===== src/rtl/ex_mem_stage.sv =====
// EX/MEM pipeline stage: two-entry skid buffer between EX and MEM with a registered in_ready,
// synchronous flush, branch-taken decode and a saturating backpressure stall counter.
module ex_mem_stage #(
  parameter int DATA_W = 32,
  parameter int REG_W  = 5,
  parameter int WB_W   = 2,
  parameter int CNT_W  = 16
) (
  input  logic              clk,
  input  logic              startin,
  input  logic              flush,
  input  logic              in_valid,
  output logic              in_ready,
  input  logic [WB_W-1:0]   ex_wb,
  input  logic [2:0]        ex_m,
  input  logic [DATA_W-1:0] ex_branch_target,
  input  logic              ex_zero,
  input  logic [DATA_W-1:0] ex_alu_result,
  input  logic [DATA_W-1:0] ex_store_data,
  input  logic [REG_W-1:0]  ex_rd,
  output logic              out_valid,
  input  logic              out_ready,
  output logic [WB_W-1:0]   mem_wb,
  output logic              mem_branch,
  output logic              mem_mem_write,
  output logic              mem_mem_read,
  output logic [DATA_W-1:0] mem_branch_target,
  output logic              mem_zero,
  output logic [DATA_W-1:0] mem_alu_result,
  output logic [DATA_W-1:0] mem_store_data,
  output logic [REG_W-1:0]  mem_rd,
  output logic              mem_pc_src,
  output logic [CNT_W-1:0]  stall_cycles
);

  typedef struct packed {
    logic [WB_W-1:0]   wb;
    logic              branch;
    logic              mem_write;
    logic              mem_read;
    logic [DATA_W-1:0] target;
    logic              zero;
    logic [DATA_W-1:0] alu;
    logic [DATA_W-1:0] store;
    logic [REG_W-1:0]  rd;
  } entry_t;

  typedef enum logic [1:0] {EMPTY, ONE, FULL} state_e;

  state_e           state_q, state_d;
  entry_t           main_q, main_d;
  entry_t           skid_q, skid_d;
  logic             in_ready_q, in_ready_d;
  logic [CNT_W-1:0] stall_q, stall_d;
  entry_t           in_entry;
  logic             in_fire;
  logic             out_fire;

  function automatic logic [CNT_W-1:0] sat_inc(input logic [CNT_W-1:0] v);
    return (&v) ? v : v + CNT_W'(1);
  endfunction

  // A squashed entry keeps its data but can never write memory or the register file.
  function automatic entry_t clear_ctrl(input entry_t e);
    entry_t r;
    r           = e;
    r.wb        = '0;
    r.branch    = 1'b0;
    r.mem_write = 1'b0;
    r.mem_read  = 1'b0;
    return r;
  endfunction

  assign in_entry = '{wb: ex_wb, branch: ex_m[2], mem_write: ex_m[1], mem_read: ex_m[0],
                      target: ex_branch_target, zero: ex_zero, alu: ex_alu_result,
                      store: ex_store_data, rd: ex_rd};

  assign out_valid = (state_q != EMPTY);
  assign in_ready  = in_ready_q;
  assign in_fire   = in_valid & in_ready_q;
  assign out_fire  = out_valid & out_ready;

  always_comb begin
    state_d = state_q;
    main_d  = main_q;
    skid_d  = skid_q;
    if (flush) begin
      state_d = EMPTY;
      main_d  = clear_ctrl(main_q);
      skid_d  = clear_ctrl(skid_q);
    end else begin
      case (state_q)
        EMPTY: begin
          if (in_fire) begin
            main_d  = in_entry;
            state_d = ONE;
          end
        end
        ONE: begin
          if (in_fire && out_fire) begin
            main_d = in_entry;
          end else if (in_fire) begin
            skid_d  = in_entry;
            state_d = FULL;
          end else if (out_fire) begin
            state_d = EMPTY;
          end
        end
        FULL: begin
          if (out_fire) begin
            main_d  = skid_q;
            state_d = ONE;
          end
        end
        default: state_d = EMPTY;
      endcase
    end
    // in_ready is precomputed from the next state so it leaves a flop, not out_ready logic.
    in_ready_d = (state_d != FULL);
    stall_d    = (out_valid && !out_ready && !flush) ? sat_inc(stall_q) : stall_q;
  end

  always_ff @(posedge clk or negedge startin) begin
    if (!startin) begin
      state_q    <= EMPTY;
      main_q     <= '0;
      skid_q     <= '0;
      in_ready_q <= 1'b1;
      stall_q    <= '0;
    end else begin
      state_q    <= state_d;
      main_q     <= main_d;
      skid_q     <= skid_d;
      in_ready_q <= in_ready_d;
      stall_q    <= stall_d;
    end
  end

  assign mem_wb            = out_valid ? main_q.wb : '0;
  assign mem_branch        = out_valid & main_q.branch;
  assign mem_mem_write     = out_valid & main_q.mem_write;
  assign mem_mem_read      = out_valid & main_q.mem_read;
  assign mem_pc_src        = out_valid & main_q.branch & main_q.zero;
  assign mem_branch_target = main_q.target;
  assign mem_zero          = main_q.zero;
  assign mem_alu_result    = main_q.alu;
  assign mem_store_data    = main_q.store;
  assign mem_rd            = main_q.rd;
  assign stall_cycles      = stall_q;

endmodule

===== config.mk =====
export PLATFORM = sky130hd
export DESIGN_NAME = ex_mem_stage
export DESIGN_NICKNAME = d
export VERILOG_FILES = /design/src/rtl/ex_mem_stage.sv
export SDC_FILE = /design/constraint.sdc
export NUM_CORES = 1
export LEC_CHECK = 0
export BUFFER_PORTS_ARGS = -buffer_cell sky130_fd_sc_hd__buf_4
export CELL_PAD_IN_SITES_DETAIL_PLACEMENT = 0
export CELL_PAD_IN_SITES_GLOBAL_PLACEMENT = 1
export CORE_ASPECT_RATIO = 2
export CORE_MARGIN = 3
export CORE_UTILIZATION = 40
export DETAILED_ROUTE_END_ITERATION = 6
export GPL_TIMING_DRIVEN = 0
export HOLD_SLACK_MARGIN = 0.06
export PLACE_DENSITY = 0.74
export SYNTH_ARGS = -nofsm -noshare
export SYNTH_HDL_FRONTEND = slang
export SYNTH_SLANG_ARGS = --single-unit

===== constraint.sdc =====
create_clock -name clk -period 2.1 [get_ports clk]
set_input_delay 0.21 -clock clk [delete_from_list [all_inputs] [get_ports clk]]
set_output_delay 0.21 -clock clk [all_outputs]
set_load 0.05 [all_outputs]

==> out/qor.csv, run 1 <==
stage,metric,value,unit
setup_path,top cell family by delay on the critical path,simple AND/OR/NAND/NOR gates,
global_route,GRT Util Overall,0.1942,
synthesis,Synth Cell Area,10820,µm²
setup_path,CP Capture Type,output pin,
floorplan,die height,238.6,µm
power,Sw Share,0.3235,
floorplan,Die ar.,29170,µm²
timing,worst-margin pin slew,0.8095,ns
setup_path,Crit Path Category,flop to output pin,
timing,clk_skew,0.01925,ns
run_status,run status,completed,
clock_tree,register clock-pin slew on the reported worst setup and hold paths,0.07,ns
timing,fmax,497.2,MHz
cells_and_area,Final Cell Area,15000,µm²
cells_and_area,"most common cell after layout, fill and taps aside",buf_4,
floorplan,Core ar.,26490,µm²
detailed_routing,drt first pass iters,6,
detailed_routing,drt drc,0,
floorplan,initial core utilization,0.4084,
floorplan,row cnt,84,
min_path,hold crit path type,primary input to asynchronous set/reset pin,
cells_and_area,Layout Utilization,0.5665,
timing,Final Cycle Share,0.9576,
place,dpl hpwl,20110,µm
setup_path,crit path DAT,1.80,ns
detailed_routing,DR vias,7979,
power,Comb pwr share,0.306,
synthesis,Synth async-reset ratio,1.000,
clock_tree,CTS tree,done,
synthesis,mux share of post-synthesis cell area,0.2135,
setup_path,Crit path largest cell delay,0.43,ns
timing,# setup viols final,0,
synthesis,Adder-Cell Fraction of Synth Area,0.001157,
timing,relative slew slack,0.4604,
power,leakage power,0.006881,µW
cells_and_area,layout cells sized above 1,0.4152,
synthesis,Post-synth EDFFs,0,
clock_tree,H-tree Lvls,1,
timing,Fin. Hold Viols,0,
setup_path,CP Data Required Time,1.89,ns
detailed_routing,WL/cell,17.47,µm
power,cell-internal power,9906,µW
global_route,vias in the first global route,8503,
power,switching power,4737,µW
synthesis,simple logic cell fraction of the synthesized area,0.03192,
setup_path,CP startpoint,state_q[1],
detailed_routing,Starting DRT DRC Count,260,
clock_tree,largest buffer count on any clock path,3,
synthesis,Synth Area in XOR/XNOR,0.01053,
timing,setup TNS,0,ns
cells_and_area,"commonest cells after routing, fill and taps aside","346 x buf_4, 232 x dfrtp_1, 137 x o21ai_0, 109 x dlygate4sd3_1",
place,GP Congestion,0.7758,
clock_tree,CTS buffer count,22,
global_route,largest net degree at the start of global routing,113,
timing,hold_ws,0.1209,ns
floorplan,chip width,122.3,µm
synthesis,yosys warns,0,
synthesis,Yosys reg bits,233,
cells_and_area,Antenna Cells,0,
detailed_routing,Final ANT Viol Nets,0,
floorplan,I/O pins,238,
setup_path,Critical R2R Launch,in_ready,
detailed_routing,final wirelength,28480,µm
power,Reg power frac,0.409,
run,Max Cap Viol,0,
global_route,initial antenna violation count,0,
cells_and_area,Nets,1384,
power,VDD IR max,0.0008566,V
synthesis,sequential-to-total area share from yosys stat,0.5391,
synthesis,Post-Syn Area per Cell,12.09,µm²
power,Clk network pwr share,0.285,
setup_path,slowest CP cell,dfrtp_1,
cells_and_area,Syn-to-layout area delta,38.69,%
timing,"Slew Viols, Final",0,
place,Placed Area,13090,µm²
setup_path,Worst setup SP type,flop,
synthesis,"Top FF cell, synth",dfrtp_1,
detailed_routing,vias per cell,4.895,
power,PwrDens,976.0,nW/µm²
setup_path,worst-path fanout max,9,
synthesis,largest family of logic cells by synthesized area,multiplexers,
synthesis,Compound-Gate Fraction of Synth Area,0.1024,
global_route,global route overflow,0,
place,port bufs,237,
clock_tree,CTS sink cnt,233,
clock_tree,Root Driver,clkbuf_16,
setup_path,critical path cell sequence,or2_2 > and3_1 > buf_4,
clock_tree,worst skew pair latency,0.52,ns
synthesis,Gate Count Post-Synth,895,
global_route,global-route wire length before repair,44880,µm
synthesis,synth unique cells,40,
setup_path,Buf/Inv on CP,1,
timing,RSZ-0062 raised after global routing,false,
timing,Final min period,2.011,ns
synthesis,"Net Count, Synth",1008,
-- per-layer routing --
metal / wire length [µm] / global-route usage / share of wire
met2: 15960 / 0.3727 / 0.56
met1: 10490 / 0.2121 / 0.37
met3: 1259 / 0.03055 / 0.044
met5: 0 / 0 / 0
met4: 773 / 0.06458 / 0.027
-- Yosys cell counts (4+ instances only) --
library cell  number  share of area
mux2i_1          107          0.099
nand3_1            5         0.0023
a22o_1             5         0.0040
clkbuf_1          19         0.0066
buf_6              8         0.0083
buf_2             22          0.010
nor3_1             5         0.0023
nor4_1             4         0.0023
nor2_1            11         0.0038
mux2_2           107           0.11
xor2_1            12         0.0097
o21ai_0          137          0.063
nand2_1            5         0.0017
and2_1             6         0.0035
o21ai_1           69          0.032
buf_4            107          0.074
dfrtp_1          232           0.54
-- layout make-up --
| type | count | area (µm²) |
|---|---|---|
| well taps | 344 | 430.4 |
| plain buffers | 158 | 1092 |
| inverters | 2 | 7.507 |
| fillers | 2328 | 11480 |
| repair buffers | 353 | 2983 |
| flip-flops and latches | 233 | 5832 |
| clock buffers | 34 | 676.9 |
| clock inverters | 5 | 75.07 |
| multi-input cells | 501 | 3906 |
-- power by group through the flow --
| stage | Combinational (µW) | Clock (µW) | Sequential [µW] |
|---|---|---|---|
| 4_1_cts | 4540 | 4290 | 5990 |
| 2_1_floorplan | 2980 | 0 | 6070 |
| 6_report | 4480 | 4170 | 5990 |
| 3_5_place_dp | 4350 | 0 | 6070 |
| 5_1_grt | 4780 | 4460 | 6110 |
| 3_3_place_gp | 4280 | 0 | 6020 |
-- repair_timing --
| action | CTS | global route |
|---|---|---|
| pin swaps | 3 | 2 |
| endpoints found under the setup margin | 215 | 35 |
| cloned | 0 | 0 |
| endpoints found under the hold margin | 332 | 0 |
| hold buffers | 109 | 0 |
| gates resized for setup | 3 | 6 |
| buffers inserted | 5 | 0 |
-- metrics by stage --
stage / worst slack (ns) / total power (µW) / cells
4_1_cts: 0.01177 / 14820 / 1631
6_report: 0.08894 / 14640 / 1630
3_3_place_gp: -1.108 / 10300 / 1476
2_1_floorplan: 0.008519 / 9047 / 895
3_5_place_dp: -0.3551 / 10420 / 1478
5_1_grt: 0.008392 / 15350 / 1630
-- kinds of logic (layout without fill, tap and decap cells) --
logic type,Yosys count,count (layout)
flip-flops,233,233
buffers and inverters,161,552
AND/OR/NAND/NOR,56,56
adder cells (fa/ha/maj),1,1
AO/OA/AOI/OAI,214,214
multiplexers,217,217
XOR/XNOR,13,13
-- state kept, by name, indices dropped and copies added, names as in the netlist --
register,flops
mem_zero,1
main_q,5
mem_alu_result,32
stall_cycles,16
mem_rd,5
state_q,2
mem_store_data,32
skid_q,107
mem_branch_target,32
in_ready,1
-- final timing paths --
| check | endpoint | slack [ns] | cells after the start |
|---|---|---|---|
| setup / recovery | mem_pc_src | 0.09 | 3 |
| hold / removal | mem_branch_target[15] | 0.12 | 2 |
| setup reg to reg | skid_q[83] | 0.12 | 6 |
| hold reg to reg | skid_q[97] | 0.49 | 1 |
| max in group asynchronous | stall_cycles[1] | 0.67 | 4 |
| min in group clk | state_q[0] | 0.13 | 3 |
Note: power is estimated with default switching activity, not from simulation.
==> run 2: changes to the inputs <==
- CORE_MARGIN: 3 -> 2
- RECOVER_POWER: unset -> 100
==> out/qor.csv, run 2 (synthesized netlist as in run 1, its figures left out) <==
stage,metric,value,unit,change
clock_tree,largest buffer count on any clock path,3,,unchanged
global_route,initial antenna violation count,1,,+1
global_route,global route overflow,0,,unchanged
cells_and_area,"commonest cells after routing, fill and taps aside","232 x dfrtp_1, 224 x buf_4, 168 x o21ai_0, 145 x clkbuf_1, 110 x dlygate4sd3_1",,
cells_and_area,Layout Utilization,0.5408,,-0.02566
setup_path,Crit path largest cell delay,0.44,ns,about the same
detailed_routing,Final ANT Viol Nets,0,,unchanged
clock_tree,Root Driver,clkbuf_16,,
clock_tree,register clock-pin slew on the reported worst setup and hold paths,0.06,ns,about the same
clock_tree,worst skew pair latency,0.52,ns,about the same
cells_and_area,Largest Register,skid_q,,
power,leakage power,0.006365,µW,-7.5%
clock_tree,CTS buffer count,22,,unchanged
detailed_routing,final wirelength,28470,µm,about the same
detailed_routing,drt drc,0,,unchanged
detailed_routing,DR vias,7939,,-0.50%
global_route,largest net degree at the start of global routing,118,,+4.4%
detailed_routing,M1 WL,10690,µm,+1.9%
cells_and_area,Nets,1386,,+0.14%
detailed_routing,met2 routed WL,15830,µm,-0.80%
place,dpl hpwl,19850,µm,-1.3%
floorplan,row cnt,85,,+1.2%
timing,"Slew Viols, Final",0,,unchanged
timing,relative slew slack,0.4475,,-0.01291
setup_path,Crit Path Category,flop to output pin,,
clock_tree,H-tree Lvls,1,,unchanged
place,GP Congestion,0.7556,,-2.6%
detailed_routing,WL met3,1047,µm,-17%
floorplan,Core ar.,26800,µm²,+1.2%
setup_path,slowest CP cell,or2_2,,
floorplan,Die ar.,28460,µm²,-2.5%
timing,setup TNS,0,ns,unchanged
floorplan,I/O pins,238,,unchanged
detailed_routing,drt first pass iters,4,,-2
setup_path,worst-path fanout max,9,,unchanged
global_route,GRT Util Overall,0.2003,,+0.006067
cells_and_area,number of flip-flops in the largest register,107,,unchanged
floorplan,initial core utilization,0.4036,,-0.004805
detailed_routing,DR top layer,met4,,
run,Max Cap Viol,0,,unchanged
detailed_routing,vias per cell,4.850,,-0.93%
floorplan,chip width,120.3,µm,-1.6%
setup_path,CP Data Required Time,1.89,ns,about the same
global_route,vias in the first global route,8482,,-0.25%
floorplan,die height,236.6,µm,-0.84%
timing,# setup viols final,0,,unchanged
detailed_routing,Starting DRT DRC Count,200,,-23%
clock_tree,CTS sink cnt,233,,unchanged
timing,RSZ-0062 raised after global routing,false,,
run_status,run status,completed,,
cells_and_area,Syn-to-layout area delta,33.98,%,
timing,fmax,495.2,MHz,-0.41%
cells_and_area,layout cells sized above 1,0.3183,,-0.09692
place,port bufs,237,,unchanged
setup_path,Worst setup SP type,flop,,
power,PwrDens,966.0,nW/µm²,-1.0%
power,VDD IR max,0.0006653,V,-22%
cells_and_area,Final Cell Area,14490,µm²,-3.4%
timing,Final min period,2.019,ns,+0.008314 ns
setup_path,critical path cell sequence,or2_2 > and3_1 > buf_4,,
place,Placed Area,13100,µm²,about the same
timing,Fin. Hold Viols,0,,unchanged
clock_tree,CTS tree,done,,
setup_path,CP Capture Type,output pin,,
global_route,global-route wire length before repair,45140,µm,+0.58%
setup_path,crit path DAT,1.81,ns,about the same
timing,worst-margin pin slew,0.8288,ns,+0.01936 ns
cells_and_area,"most common cell after layout, fill and taps aside",dfrtp_1,,
timing,Final Cycle Share,0.9616,,+0.003959
timing,clk_skew,0.01130,ns,-0.007950 ns
detailed_routing,WL/cell,17.39,µm,-0.48%
min_path,hold crit path type,primary input to flop,,
-- run 2: worst max-delay path: cells and delay by family (launching register included) --
family / cells / cell delay [ns]
simple gates: 2 / 0.68
flops: 1 / 0.43
buf+inv: 1 / 0.19
-- run 2: per-stage QoR --
stage / hold WS (ns) / std cells / setup slack [ns] / total power (µW)
2_1_floorplan: -0.08559 / 895 / 0.008519 / 9047
3_3_place_gp: 0.4379 / 1480 / -1.095 / 10290
3_5_place_dp: 0.008903 / 1482 / -0.3182 / 10420
4_1_cts: 0.1014 / 1635 / 0.01475 / 14570
5_1_grt: 0.1317 / 1637 / 0.01222 / 14690
6_report: 0.1280 / 1637 / 0.08062 / 14000
-- run 2: cell type report --
cell class | instances | area [µm²]
Antenna cell | 1 | 2.502
Tap cell | 348 | 435.4
Multi-Input combinational cell | 501 | 3906
Clock buffer | 34 | 666.9
Fill cell | 2524 | 12310
Clock inverter | 5 | 27.53
Timing Repair Buffer | 355 | 2521
Buffer | 158 | 1095
Inverter | 2 | 7.507
Sequential cell | 233 | 5832
-- run 2: report_power, final --
| part | switching [µW] | leakage, µW | internal, µW |
|---|---|---|---|
| Sequential | 514 | 0.00292 | 5480 |
| Clock | 1720 | 0.000342 | 2190 |
| Combinational | 2500 | 0.00311 | 1590 |
| Total | 4740 | 0.00636 | 9260 |
-- run 2: final timing paths --
kind / startpoint / to / slack, ns / depth (start not counted)
worst max-delay path: state_q[1] / mem_pc_src / 0.08 / 3
worst min-delay path: in_valid / state_q[0] / 0.13 / 3
worst min register to register: stall_cycles[7] / stall_cycles[7] / 0.50 / 1
min in group asynchronous: startin / stall_cycles[0] / 0.42 / 3
worst max register to register: in_ready / skid_q[20] / 0.08 / 5
max in group asynchronous: startin / skid_q[52] / 0.68 / 4
-- run 2: metal layers --
metal / up-vias / track usage
li1: 3809 / -
met1: 3917 / 0.2201
met2: 168 / 0.3819
met3: 45 / 0.02649
met4: 0 / 0.07787
met5: - / 0
-- run 2: timing repair --
item                       CTS  global route
pin swaps                    2             1
hold endpoints to repair   327             0
gates cloned                 0             0
setup endpoints to repair  216            47
resized for setup            2             8
setup buffers                5             1
hold buffers               110             0
